**src/rtl/multicycle_control_unit.sv**
```systemverilog
// Multi-cycle ARM-subset control unit.
// A Moore FSM sequences each instruction over 3-5 cycles so one ALU and one
// unified memory are shared. The architectural NZCV flags are held here and
// all condition codes are evaluated against them in DECODE.
//
// state  | meaning
// FETCH  | IR <- mem[PC], PC <- PC+4
// DECODE | read registers, evaluate condition, pick instruction class
// MEMADR | ALUOut <- Rn +/- imm12
// MEMRD  | read memory at ALUOut
// MEMWB  | Rd <- ReadData
// MEMWR  | mem[ALUOut] <- Rd
// EXECR  | ALU on register operand, optional flag update
// EXECI  | ALU on imm8 operand, optional flag update
// ALUWB  | Rd <- ALUOut
// BRANCH | PC <- PC+8 + imm24<<2
// LINK   | R14 <- PC (instruction+4)
module multicycle_control_unit #(
    parameter bit ENABLE_LOGIC = 1'b1,
    parameter bit ENABLE_BL    = 1'b1,
    parameter int ALUCTRL_W    = 2
) (
    input  logic                 clk,
    input  logic                 reset_n,
    input  logic [31:0]          Instr,
    input  logic [3:0]           ALUFlags,
    output logic                 PCWrite,
    output logic                 AdrSrc,
    output logic                 MemWrite,
    output logic                 IRWrite,
    output logic                 RegWrite,
    output logic                 WA3Link,
    output logic [1:0]           ResultSrc,
    output logic [1:0]           ALUSrcA,
    output logic [1:0]           ALUSrcB,
    output logic [ALUCTRL_W-1:0] ALUControl,
    output logic [1:0]           ImmSrc,
    output logic [1:0]           RegSrc,
    output logic [3:0]           Flags,
    output logic [3:0]           State,
    output logic                 IllegalInstr
);

    typedef enum logic [3:0] {
        S_FETCH  = 4'd0,
        S_DECODE = 4'd1,
        S_MEMADR = 4'd2,
        S_MEMRD  = 4'd3,
        S_MEMWB  = 4'd4,
        S_MEMWR  = 4'd5,
        S_EXECR  = 4'd6,
        S_EXECI  = 4'd7,
        S_ALUWB  = 4'd8,
        S_BRANCH = 4'd9,
        S_LINK   = 4'd10
    } state_t;

    localparam logic [ALUCTRL_W-1:0] ALU_ADD = ALUCTRL_W'(2'd0);
    localparam logic [ALUCTRL_W-1:0] ALU_SUB = ALUCTRL_W'(2'd1);
    localparam logic [ALUCTRL_W-1:0] ALU_AND = ALUCTRL_W'(2'd2);
    localparam logic [ALUCTRL_W-1:0] ALU_ORR = ALUCTRL_W'(2'd3);

    state_t     state_q, state_d;
    logic [3:0] flags_q, flags_d;

    logic [3:0] cond, cmd;
    logic [1:0] op;
    logic       ibit, sbit, ubit, lbit_mem, lbit_br;
    logic       fn, fz, fc, fv;
    logic       cond_pass, dp_legal, illegal, is_cmp, logic_op;
    logic [ALUCTRL_W-1:0] dp_alu;
    logic       pc_write, mem_write, ir_write, reg_write;
    logic       unused_bits;

    assign cond     = Instr[31:28];
    assign op       = Instr[27:26];
    assign ibit     = Instr[25];
    assign cmd      = Instr[24:21];
    assign sbit     = Instr[20];
    assign ubit     = Instr[23];
    assign lbit_mem = Instr[20];
    assign lbit_br  = Instr[24];
    assign unused_bits = ^Instr[19:0];

    assign {fn, fz, fc, fv} = flags_q;

    // Condition check against the flags as they stood before this instruction
    always_comb begin
        cond_pass = 1'b0;
        case (cond)
            4'b0000: cond_pass = fz;
            4'b0001: cond_pass = !fz;
            4'b0010: cond_pass = fc;
            4'b0011: cond_pass = !fc;
            4'b0100: cond_pass = fn;
            4'b0101: cond_pass = !fn;
            4'b0110: cond_pass = fv;
            4'b0111: cond_pass = !fv;
            4'b1000: cond_pass = fc & !fz;
            4'b1001: cond_pass = !fc | fz;
            4'b1010: cond_pass = (fn == fv);
            4'b1011: cond_pass = (fn != fv);
            4'b1100: cond_pass = !fz & (fn == fv);
            4'b1101: cond_pass = fz | (fn != fv);
            4'b1110: cond_pass = 1'b1;
            default: cond_pass = 1'b0;
        endcase
    end

    // Data-processing opcode decode; MOV rides on ORR with Rn forced to 0
    always_comb begin
        dp_legal = 1'b0;
        dp_alu   = ALU_ADD;
        case (cmd)
            4'b0100: begin dp_legal = 1'b1;         dp_alu = ALU_ADD; end
            4'b0010: begin dp_legal = 1'b1;         dp_alu = ALU_SUB; end
            4'b1010: begin dp_legal = sbit;         dp_alu = ALU_SUB; end
            4'b1101: begin dp_legal = 1'b1;         dp_alu = ALU_ORR; end
            4'b0000: begin dp_legal = ENABLE_LOGIC; dp_alu = ALU_AND; end
            4'b1100: begin dp_legal = ENABLE_LOGIC; dp_alu = ALU_ORR; end
            default: begin dp_legal = 1'b0;         dp_alu = ALU_ADD; end
        endcase
    end

    assign is_cmp   = (cmd == 4'b1010);
    assign logic_op = (cmd == 4'b0000) || (cmd == 4'b1100) || (cmd == 4'b1101);
    assign illegal  = (op == 2'b11) || ((op == 2'b00) && !dp_legal);

    // Next state and flag update
    always_comb begin
        state_d = S_FETCH;
        flags_d = flags_q;
        case (state_q)
            S_FETCH:  state_d = S_DECODE;
            S_DECODE: begin
                if (!cond_pass || illegal) state_d = S_FETCH;
                else begin
                    case (op)
                        2'b01:   state_d = S_MEMADR;
                        2'b00:   state_d = ibit ? S_EXECI : S_EXECR;
                        2'b10:   state_d = (lbit_br && ENABLE_BL) ? S_LINK : S_BRANCH;
                        default: state_d = S_FETCH;
                    endcase
                end
            end
            S_MEMADR: state_d = lbit_mem ? S_MEMRD : S_MEMWR;
            S_MEMRD:  state_d = S_MEMWB;
            S_EXECR, S_EXECI: begin
                state_d = is_cmp ? S_FETCH : S_ALUWB;
                if (sbit) flags_d = logic_op ? {ALUFlags[3:2], flags_q[1:0]} : ALUFlags;
            end
            S_LINK:   state_d = S_BRANCH;
            default:  state_d = S_FETCH;
        endcase
    end

    // State and flag registers
    always_ff @(posedge clk or negedge reset_n) begin
        if (!reset_n) begin
            state_q <= S_FETCH;
            flags_q <= 4'b0000;
        end else begin
            state_q <= state_d;
            flags_q <= flags_d;
        end
    end

    // Moore datapath controls; ImmSrc/RegSrc follow the instruction class
    always_comb begin
        pc_write   = 1'b0;
        mem_write  = 1'b0;
        ir_write   = 1'b0;
        reg_write  = 1'b0;
        AdrSrc     = 1'b0;
        WA3Link    = 1'b0;
        ResultSrc  = 2'b00;
        ALUSrcA    = 2'b00;
        ALUSrcB    = 2'b00;
        ALUControl = ALU_ADD;
        ImmSrc     = (op == 2'b01) ? 2'b01 : (op == 2'b10) ? 2'b10 : 2'b00;
        RegSrc     = (op == 2'b10) ? 2'b01 : ((op == 2'b01) && !lbit_mem) ? 2'b10 : 2'b00;
        case (state_q)
            S_FETCH: begin
                ir_write  = 1'b1;
                pc_write  = 1'b1;
                ALUSrcA   = 2'b01;
                ALUSrcB   = 2'b10;
                ResultSrc = 2'b10;
            end
            S_DECODE: begin
                ALUSrcA   = 2'b01;
                ALUSrcB   = 2'b10;
                ResultSrc = 2'b10;
            end
            S_MEMADR: begin
                ALUSrcB    = 2'b01;
                ALUControl = ubit ? ALU_ADD : ALU_SUB;
            end
            S_MEMRD:  AdrSrc = 1'b1;
            S_MEMWB: begin
                ResultSrc = 2'b01;
                reg_write = 1'b1;
            end
            S_MEMWR: begin
                AdrSrc    = 1'b1;
                mem_write = 1'b1;
            end
            S_EXECR:  ALUControl = dp_alu;
            S_EXECI: begin
                ALUSrcB    = 2'b01;
                ALUControl = dp_alu;
            end
            S_ALUWB:  reg_write = 1'b1;
            S_LINK: begin
                ALUSrcA   = 2'b01;
                ALUSrcB   = 2'b11;
                ResultSrc = 2'b10;
                reg_write = 1'b1;
                WA3Link   = 1'b1;
            end
            S_BRANCH: begin
                ALUSrcB   = 2'b01;
                ResultSrc = 2'b10;
                pc_write  = 1'b1;
            end
            default: ;
        endcase
    end

    // Write strobes are gated by reset so nothing escapes while it is held
    assign PCWrite      = pc_write  & reset_n;
    assign MemWrite     = mem_write & reset_n;
    assign IRWrite      = ir_write  & reset_n;
    assign RegWrite     = reg_write & reset_n;
    assign IllegalInstr = (state_q == S_DECODE) & cond_pass & illegal & reset_n;
    assign Flags        = flags_q;
    assign State        = state_q;

endmodule

```
**config.mk**
```make
export PLATFORM = sky130hd
export DESIGN_NAME = multicycle_control_unit
export DESIGN_NICKNAME = d
export VERILOG_FILES = /design/src/rtl/multicycle_control_unit.sv
export SDC_FILE = /design/constraint.sdc
export NUM_CORES = 1
export LEC_CHECK = 0
export ABC_AREA = 1
export CAP_MARGIN = 0
export CORE_UTILIZATION = 34
export CTS_CLUSTER_SIZE = 16
export DETAILED_ROUTE_END_ITERATION = 10
export GPL_ROUTABILITY_DRIVEN = 0
export HOLD_SLACK_MARGIN = 0.06
export PLACE_DENSITY_LB_ADDON = 0.12
export SYNTH_ARGS = -nofsm -noshare
export SYNTH_HDL_FRONTEND = slang
export SYNTH_SLANG_ARGS = --single-unit
```
**constraint.sdc**
```tcl
create_clock -name clk -period 2.01 [get_ports clk]
set_clock_uncertainty 0.15 [all_clocks]
set_input_delay 0.402 -clock clk [delete_from_list [all_inputs] [get_ports clk]]
set_output_delay 0.402 -clock clk [all_outputs]
set_load 0.005 [all_outputs]
```
==> run_results.csv <==
group,metric,value,unit
clocking,clk_latency,0.26,ns
synth,yosys-top-cells-count,"nand2_1 (45), inv_1 (23), nand3_1 (22), nor2_1 (22), dfrtp_1 (8)",
synth,synth_top_area_share,23.1,%
pwr,cellPowerDensity,966,mW/mm²
layout,multi_input_area,659,µm²
run_status,status,"finished with violations",
clocking,cts_tree,"done",
layout,final-instance-count-excl-fill,273,
synth,synth_nets,192,
place,placedCellCount,258,
global_route,antenna_found_initial,0,
synth,yosysSeqAreaShare,23.1,%
sta,final_hold_viol_count,0,
floorplan,dieArea,0.00276,mm²
setup_path,cp_max_fo,3,
layout,drive_above_1_share,40.8,%
synth,yosysUniqueCellTypes,24,
synth,synth_top_family_by_area,"simple AND/OR/NAND/NOR gates",
synth,synth-edff-count,0,
detailed_routing,wire_per_inst,11.9,µm
global_route,grt_start_max_net_pins,7,
place,io_buffers,43,
synth,synth.most_common_cell,"nand2_1",
run_status,violations,"negative setup slack",
global_route,grt_pass1_vias,1214,
hold_path,hold_path.class,"in -> async",
place,hpwlAfterDp,2340,µm
detailed_routing,ant_nets,0,
layout,areaGrowthSynthToFinish,103,%
synth,synth_flop_cell,"dfrtp_1",
layout,fin_nets,285,
synth,synth_fa_ha_area_share,0,%
layout,utilization,75.9,%
setup_path,end_kind,"primary output",
clocking,clock-sinks,8,
global_route,grt_pass1_wl,4860,µm
synth,synth.top_cells.by_area,"dfrtp_1 (23%), nand2_1 (19%), nand3_1 (13%)",
synth,synth_top_cell_by_area,"dfrtp_1",
floorplan,ios,65,
floorplan,coreArea,0.00232,mm²
sta,finalCriticalPeriod,2.10,ns
clocking,numCtsBuffers,3,
detailed_routing,first_pass_iters,4,
pwr,peakVddDrop,0.861,mV
layout,n_fill_cell,181,
clocking,clk_pin_slew,0.06,ns
layout,diodes,0,
setup_path,reg2reg_from,"State[2]",
clocking,clockBufferDepth,2,
synth,synthMuxAreaShare,1.73,%
floorplan,die_height,52.5,µm
clocking,cts_max_level,1,
synth,synth_compound_area_share,8.79,%
pwr,cellLeakagePower,1.02,nW
global_route,gr-usage-all-layers,23.7,%
global_route,globalRouteOverflowTotal,0,
synth,synth_xor_area_share,0,%
setup_path,cp-start-kind,"flip-flop",
sta,setup_viol,2,
synth,yosys.area_share.simple,53.0,%
synth,avgSynthCellArea,5.64,µm²
detailed_routing,drtIter0Drc,43,
sta,setup_ws,-0.0940,ns
synth,synthCells,154,
setup_path,path_class,"reg -> out",
setup_path,cp_data_required_time,1.46,ns
setup_path,crit_path_start,"Flags[3]",
detailed_routing,dr_total_vias,1343,
run,drv_cap,0,
sta,clock.fmax,0.475,GHz
detailed_routing,drt_wl_total,3260,µm
sta,final.period_utilization,105,%
floorplan,rows,17,
detailed_routing,routed_via_density,4.92,
sta,rsz0062_at_grt,"yes",
layout,final-seq-area,201,µm²
synth,synthArstFlopShare,100,%
synth,ys_ff_latch,8,
detailed_routing,drc,0,
floorplan,initial_core_util,37.5,%
setup_path,arrival,1.55,ns
floorplan,die_w,52.5,µm
sta,timing.final.max_slew_violations,0,
clocking,cts_root_buffer,"clkbuf_4",
synth,netlist_area,868,µm²
synth,ys_warn_count,0,
kinds of logic after synthesis:
kind of cell / after synthesis
AO/OA/AOI/OAI: 14
buffers and inverters: 28
flip-flops: 8
multiplexers: 1
other: 1
AND/OR/NAND/NOR: 102
layout by cell type, fill, tap and decap left out, drive strengths merged:
master	count
dlygate4sd2	9
clkdlybuf4s50	14
clkdlybuf4s15	4
conb	1
nand3b	1
nor3	3
nor2	25
mux2	1
inv	25
dfrtp	8
clkbuf	12
nand4	2
dlymetal6s2s	5
o211ai	1
a21oi	7
o21a	1
clkinv	1
nand3	22
o21ai	4
nand2	49
o22ai	1
buf	49
what timing repair did:
item,in CTS,in global routing
hold buffers,0,0
cloned,0,0
pin swaps,6,5
setup buffers,6,6
endpoints found under the setup margin,18,15
resized for setup,48,47
critical path: stages, from the launching register on:
cell	delay, ns
dfrtp_1	0.40
inv_2	0.08
nand2_1	0.08
nand2_2	0.09
nand2_1	0.07
nand2_1	0.07
nand2_1	0.05
nand2_1	0.08
nor2_2	0.04
nand2_2	0.08
nand2_2	0.04
nor2_1	0.09
clkbuf_2	0.12
flip-flops by register name, summed over array words and instances (netlist names):
signal / flops
Flags: 4
State: 4
worst paths after layout:
check	endpoint	slack, ns	depth (start not counted)
min in group clk	State[2]	0.46	5
max	IllegalInstr	-0.09	12
min reg2reg	Flags[3]	0.52	3
max reg2reg	State[0]	0.31	9
min	State[1]	0.12	2
max in group asynchronous	State[2]	1.44	2
power by group:
part           internal [mW]  switching [mW]  leakage, nW  total, mW
Clock                 0.0686          0.0590       0.0138      0.128
Combinational          0.717           0.577        0.917       1.29
Sequential             0.215          0.0638       0.0934      0.278
Total                   1.00           0.700         1.02       1.70
area by class of cell:
type | count | area share [%]
Clock buffer | 3 | 1.28
Inverter | 26 | 5.54
Multi-Input combinational cell | 118 | 37.5
Sequential cell | 8 | 11.4
Tap cell | 28 | 1.99
Timing Repair Buffer | 90 | 42.3
routing by layer:
| metal | up-vias | GRT usage (%) | share of wire (%) |
|---|---|---|---|
| met3 | 8 | 2.32 | 5.9 |
| met1 | 612 | 24.0 | 38 |
| li1 | 667 | - | - |
| met5 | - | 0 | 0 |
| met4 | 0 | 8.77 | 2.3 |
| met2 | 56 | 48.3 | 53 |
through the flow:
stage               total power [mW]  area [µm²]  hold WS, ns  setup slack, ns  setup TNS (ns)
detailed placement              1.35        1580        0.521           -0.697           -3.83
global placement                1.32        1580        0.514           -0.684           -3.67
CTS                             1.53        1650        0.105           -0.214          -0.891
global route                    1.81        1760        0.122           -0.226          -0.434
floorplan                      0.667         868      -0.0436            0.384               0
finish                          1.70        1760        0.116          -0.0940          -0.106
Note: power is estimated with default switching activity, not from simulation.
==> variant 1: new RTL, same settings <==
Register the output `IllegalInstr`; this adds one clock of latency there. The other outputs are not delayed to match.
--- a/src/rtl/multicycle_control_unit.sv
+++ b/src/rtl/multicycle_control_unit.sv
@@ -232,7 +232,9 @@
     assign MemWrite     = mem_write & reset_n;
     assign IRWrite      = ir_write  & reset_n;
     assign RegWrite     = reg_write & reset_n;
-    assign IllegalInstr = (state_q == S_DECODE) & cond_pass & illegal & reset_n;
+    always_ff @(posedge clk) begin
+        IllegalInstr <= (state_q == S_DECODE) & cond_pass & illegal & reset_n;
+    end
     assign Flags        = flags_q;
     assign State        = state_q;
 
Check against the original RTL: not equivalent (Yosys sat finds a counterexample within 4 cycles, from zero or initial values and one cycle with reset_n low).
==> variant 1 against the unedited design <==
The run still ends with setup timing left. Power shrank 3.6%. Cell count shrank 1.5%. Global-route usage grew 2.7 points. Synthesized cell count grew 0.65%. Synthesized area grew 2.3%. Sequential cell count grew 1. Setup slack lost 0.0051 ns. Die area grew 2.2%. Final area shrank 3.0%. First-iteration DRC count grew 16%. Wire length grew 9.0%. Largest cell class unchanged.
==> variant 1: results (changes against the unedited design) <==
Outcome
  • Result of the run: finished, violations left
  • Violations in the final reports: setup timing

Timing
  • TNS Setup: -0.09904 ns (+0.007344 ns)
  • Fin Hold WS: 0.09636 ns (-0.02003 ns)
  • Final count of negative-setup-slack endpoints: 1 (-1)
  • Worst setup margin: -0.09904 ns (-0.005079 ns)

Yosys
  • Library cells used by synthesis: 25 (+4.2%)
  • Mux share of post-synthesis cell area: 1.690% (-0.039 points)
  • Register area share after synthesis: 24.79% (+1.7 points)
  • Async set or reset register ratio after synthesis: 88.89% (-11 points)
  • Net count after synthesis: 193 (+0.52%)
  • Post-synthesis instance area: 888.4 um2 (+2.3%)
  • Synthesized-area fraction occupied by ao, oa, aoi and oai cells: 8.592% (-0.20 points)

Layout
  • Fill cell total of the finished layout: 213 (+18%)
  • Non-filler instance count after layout: 269 (-1.5%)
  • Non-CTS buffers: 82 (-8.9%)
  • Share of cell area taken by multi-input logic gates: 36.70% (-0.75 points)
  • Clock-cell share of area: 1.538% (+0.26 points)
  • Layout Area Growth over Synthesis: 92.25%
  • Number of clock buffer instances in the layout: 4 (+1)
  • Signal buffers share of area: 40.88% (-1.4 points)

Detailed routing
  • Initial detailed-routing violation count: 50 (+16%)
  • Post-detailed-route via-to-cell ratio: 4.941 (+0.43%)
  • Wire length per cell after detailed routing: 13.20 um (+11%)

Setup path
  • Register-to-Register Setup Slack: 0.36 ns (+0.05 ns)
  • Critical path startpoint: State[3]
  • Kind of cell with the highest combined delay on the critical path: buffers and inverters
  • Critical register-to-register path startpoint: State[1]
  • Crit Path Max Fanout: 4 (+1)
  • R2r worst-path depth: 10 (+1)

Clock network
  • Clock latency on the worst-skew pair: 0.27 ns
  • Number of setup buffers added after CTS: 9 (+3)
  • Count of instances resized after the clock tree is built: 42 (-13%)
  • Num CTS Buffers: 3 (unchanged)

Global routing
  • Grt met1 use: 24.22% (+0.19 points)
  • Vias in the first global route: 1257 (+3.5%)
  • Global routing usage on met3: 5.460% (+3.1 points)
  • Total GRT Usage: 26.41% (+2.7 points)
  • Largest net degree at the start of global routing: 10 (+3)
  • Wire length of the first global-routing pass: 5195 um (+7.0%)
  • M2 GR Usage: 49.16% (+0.84 points)

Placement
  • HPWL Detailed: 2423 um (+3.4%)
  • Minimum setup slack after placement: -0.3976 ns (+0.2990 ns)
  • DP Cell Count: 248 (-3.9%)
  • Total placed instance area: 1506 um2 (-4.7%)

Power
  • Clk pwr: 150 uW (+17%)
  • Power per cell area: 960.0 nW/um2 (-0.63%)
  • Maximum VDD drop: 864.2 uV (+0.32%)
  • Net switching share of the total power: 42.38% (+1.2 points)
  • Power in sequential cells: 299 uW (+7.6%)
==> variant 1: cells by family (layout without fill, tap and decap cells) <==
group           count (synthesis)  after routing
flops                           9              9
mux                             1              1
compound gates                 14             14
buf+inv                        28            112
other cells                     1              1
simple gates                  102            102
==> variant 1: per-layer routing <==
layer  vias up  share of wire (%)
li1        656                  -
met1       599                 36
met2        58                 53
met3        16                5.7
met4         0                4.9
met5         -                  0
==> variant 1: worst reg2reg max path, delay by kind of cell (launching register included) <==
family          cells  cell delay, ns
flops               1            0.40
buf+inv             3            0.44
compound gates      1            0.08
simple gates        6            0.54
==> variant 1: worst max-delay path by stage <==
stage | to | slack, ns | cells after the start
final | RegWrite | -0.1 | 7
after global placement | ALUControl[1] | -0.34 | 6
after detailed placement | ALUControl[1] | -0.40 | 6
after CTS | IRWrite | -0.13 | 4
after global routing | RegWrite | -0.13 | 7
after floorplan | ResultSrc[1] | 0.43 | 5
==> variant 2: new RTL, same settings <==
Made on the original files. Change the parameter `ALUCTRL_W` from 2 to 4.
--- a/src/rtl/multicycle_control_unit.sv
+++ b/src/rtl/multicycle_control_unit.sv
@@ -18,7 +18,7 @@
 module multicycle_control_unit #(
     parameter bit ENABLE_LOGIC = 1'b1,
     parameter bit ENABLE_BL    = 1'b1,
-    parameter int ALUCTRL_W    = 2
+    parameter int ALUCTRL_W    = 4
 ) (
     input  logic                 clk,
     input  logic                 reset_n,
Interface: changed (resized ALUControl); port bits go from 65 to 67. No check against the original RTL was run, so the function may have changed too.
==> variant 2 against the unedited design <==
The run still ends with setup timing left. Synthesized area rose by 1.7%. Core utilization is 3.3 points lower. Power rose by 4.2%. Wire length up 3.2%. Final area grew 1.3%. Setup slack got worse by 0.030 ns. Sequential cell count unchanged. Highest routed layer unchanged. Clock power is 5% lower.
==> variant 2: results (changes against the unedited design) <==
Yosys
  • Leading cell types by total area after synthesis: dfrtp_1, nand2_1, nand3_1
  • Number of cells produced by synthesis: 156 (+1.3%)
  • Register area share after synthesis: 22.66% (-0.39 points)
  • Synth Flop Type: dfrtp_1
  • Synthesized area per cell: 5.662 um2 (+0.42%)

Global routing
  • Largest net degree at the start of global routing: 9 (+2)
  • Total GRT Usage: 21.91% (-1.8 points)
  • Wire length of the first global-routing pass: 4498 um (-7.4%)
  • Grt met1 use: 23.69% (-0.34 points)
  • Global routing usage on met3: 3.448% (+1.1 points)
  • Vias in the first global route: 1139 (-6.2%)

Detailed routing
  • Total met3 wirelength after detailed routing: 172 um (-11%)
  • Detailed-route wire length on metal 1: 1310 um (+4.6%)
  • Routed wl met2: 1803 um (+3.8%)
  • Initial detailed-routing violation count: 34 (-21%)
  • Post-detailed-route via-to-cell ratio: 4.862 (-1.2%)
  • First drt pass iteration count: 5 (+1)
  • Overall routed net length: 3364 um (+3.2%)

Setup path
  • Maximum single-stage delay on the critical path: 0.27 ns (-0.13 ns)
  • Critical register-to-register path startpoint: State[3]
  • Crit Reg-Reg Endpoint: Flags[2]
  • Library cell contributing the largest single delay on the critical path: dlygate4sd2_1
  • Arrival time at the worst endpoint: 1.58 ns (+0.03 ns)
  • Register-to-Register Setup Slack: 0.25 ns (-0.06 ns)
  • R2r worst-path depth: 8 (-1)
  • Crit Path Max Fanout: 4 (+1)

Layout
  • Share of final-layout standard cells stronger than drive strength 1: 43.09% (+2.3 points)
  • Area of all sequential standard cells: 202.7 um2 (+0.62%)
  • Non-CTS buffers: 89 (-1.1%)
  • Clock-cell share of area: 1.263% (-0.016 points)
  • Net count, final: 286 (+0.35%)
  • Fill cell total of the finished layout: 198 (+9.4%)
  • Signal buffers share of area: 41.54% (-0.74 points)
  • Number of non-clock inverters: 26 (unchanged)
  • Layout Area Growth over Synthesis: 101.8%
  • Layout multi-input combinational cell count: 120 (+1.7%)
  • Multi-input combinational cell area: 681.9 um2 (+3.4%)

Power
  • Switching Power: 744.1 uW (+6.3%)
  • Pwr Total: 1772 uW (+4.2%)
  • Clk pwr: 121 uW (-5%)
  • Maximum VDD drop: 821.7 uV (-4.6%)
  • Lkg Pwr: 0.001077 uW (+5.1%)

Timing
  • TNS Setup: -0.3340 ns (-0.2277 ns)
  • Fin Hold WS: 0.3731 ns (+0.2567 ns)
  • Worst setup margin: -0.1238 ns (-0.02988 ns)
  • Final count of negative-setup-slack endpoints: 4 (+2)

Outcome
  • Result of the run: finished, violations left
  • Violations in the final reports: setup timing

Placement
  • HPWL Detailed: 2379 um (+1.6%)
  • Total placed instance area: 1584 um2 (+0.16%)
  • Minimum setup slack after placement: -0.7620 ns (-0.06534 ns)

Clock network
  • Count of instances resized after the clock tree is built: 57 (+19%)
==> variant 2: cell types whose count changed after synthesis <==
| cell | before | now |
|---|---|---|
| buf_4 | 2 | 4 |
==> variant 2: cells by family (layout without fill, tap and decap cells) <==
logic type / count (synthesis) / count (layout) / synth area share (%)
other: 1 / 3 / 0.4245
flip-flops: 8 / 8 / 22.66
buffers and inverters: 30 / 118 / 14.45
AO/OA/AOI/OAI: 14 / 14 / 8.641
AND/OR/NAND/NOR: 102 / 102 / 52.13
multiplexers: 1 / 1 / 1.699
==> variant 2: critical path: cells and delay by family <==
kind	cells	cell delay [ns]
simple gates	9	0.70
buf+inv	3	0.47
==> variant 2: worst max-delay path by stage <==
stage,to,cells after the start,slack [ns],start
floorplan,IllegalInstr,11,0.38,Flags[0]
global placement,IllegalInstr,12,-0.68,Instr[31]
detailed placement,IllegalInstr,12,-0.76,Instr[31]
CTS,PCWrite,4,-0.22,State[2]
global route,IllegalInstr,12,-0.20,Flags[0]
finish,IllegalInstr,12,-0.12,Instr[30]
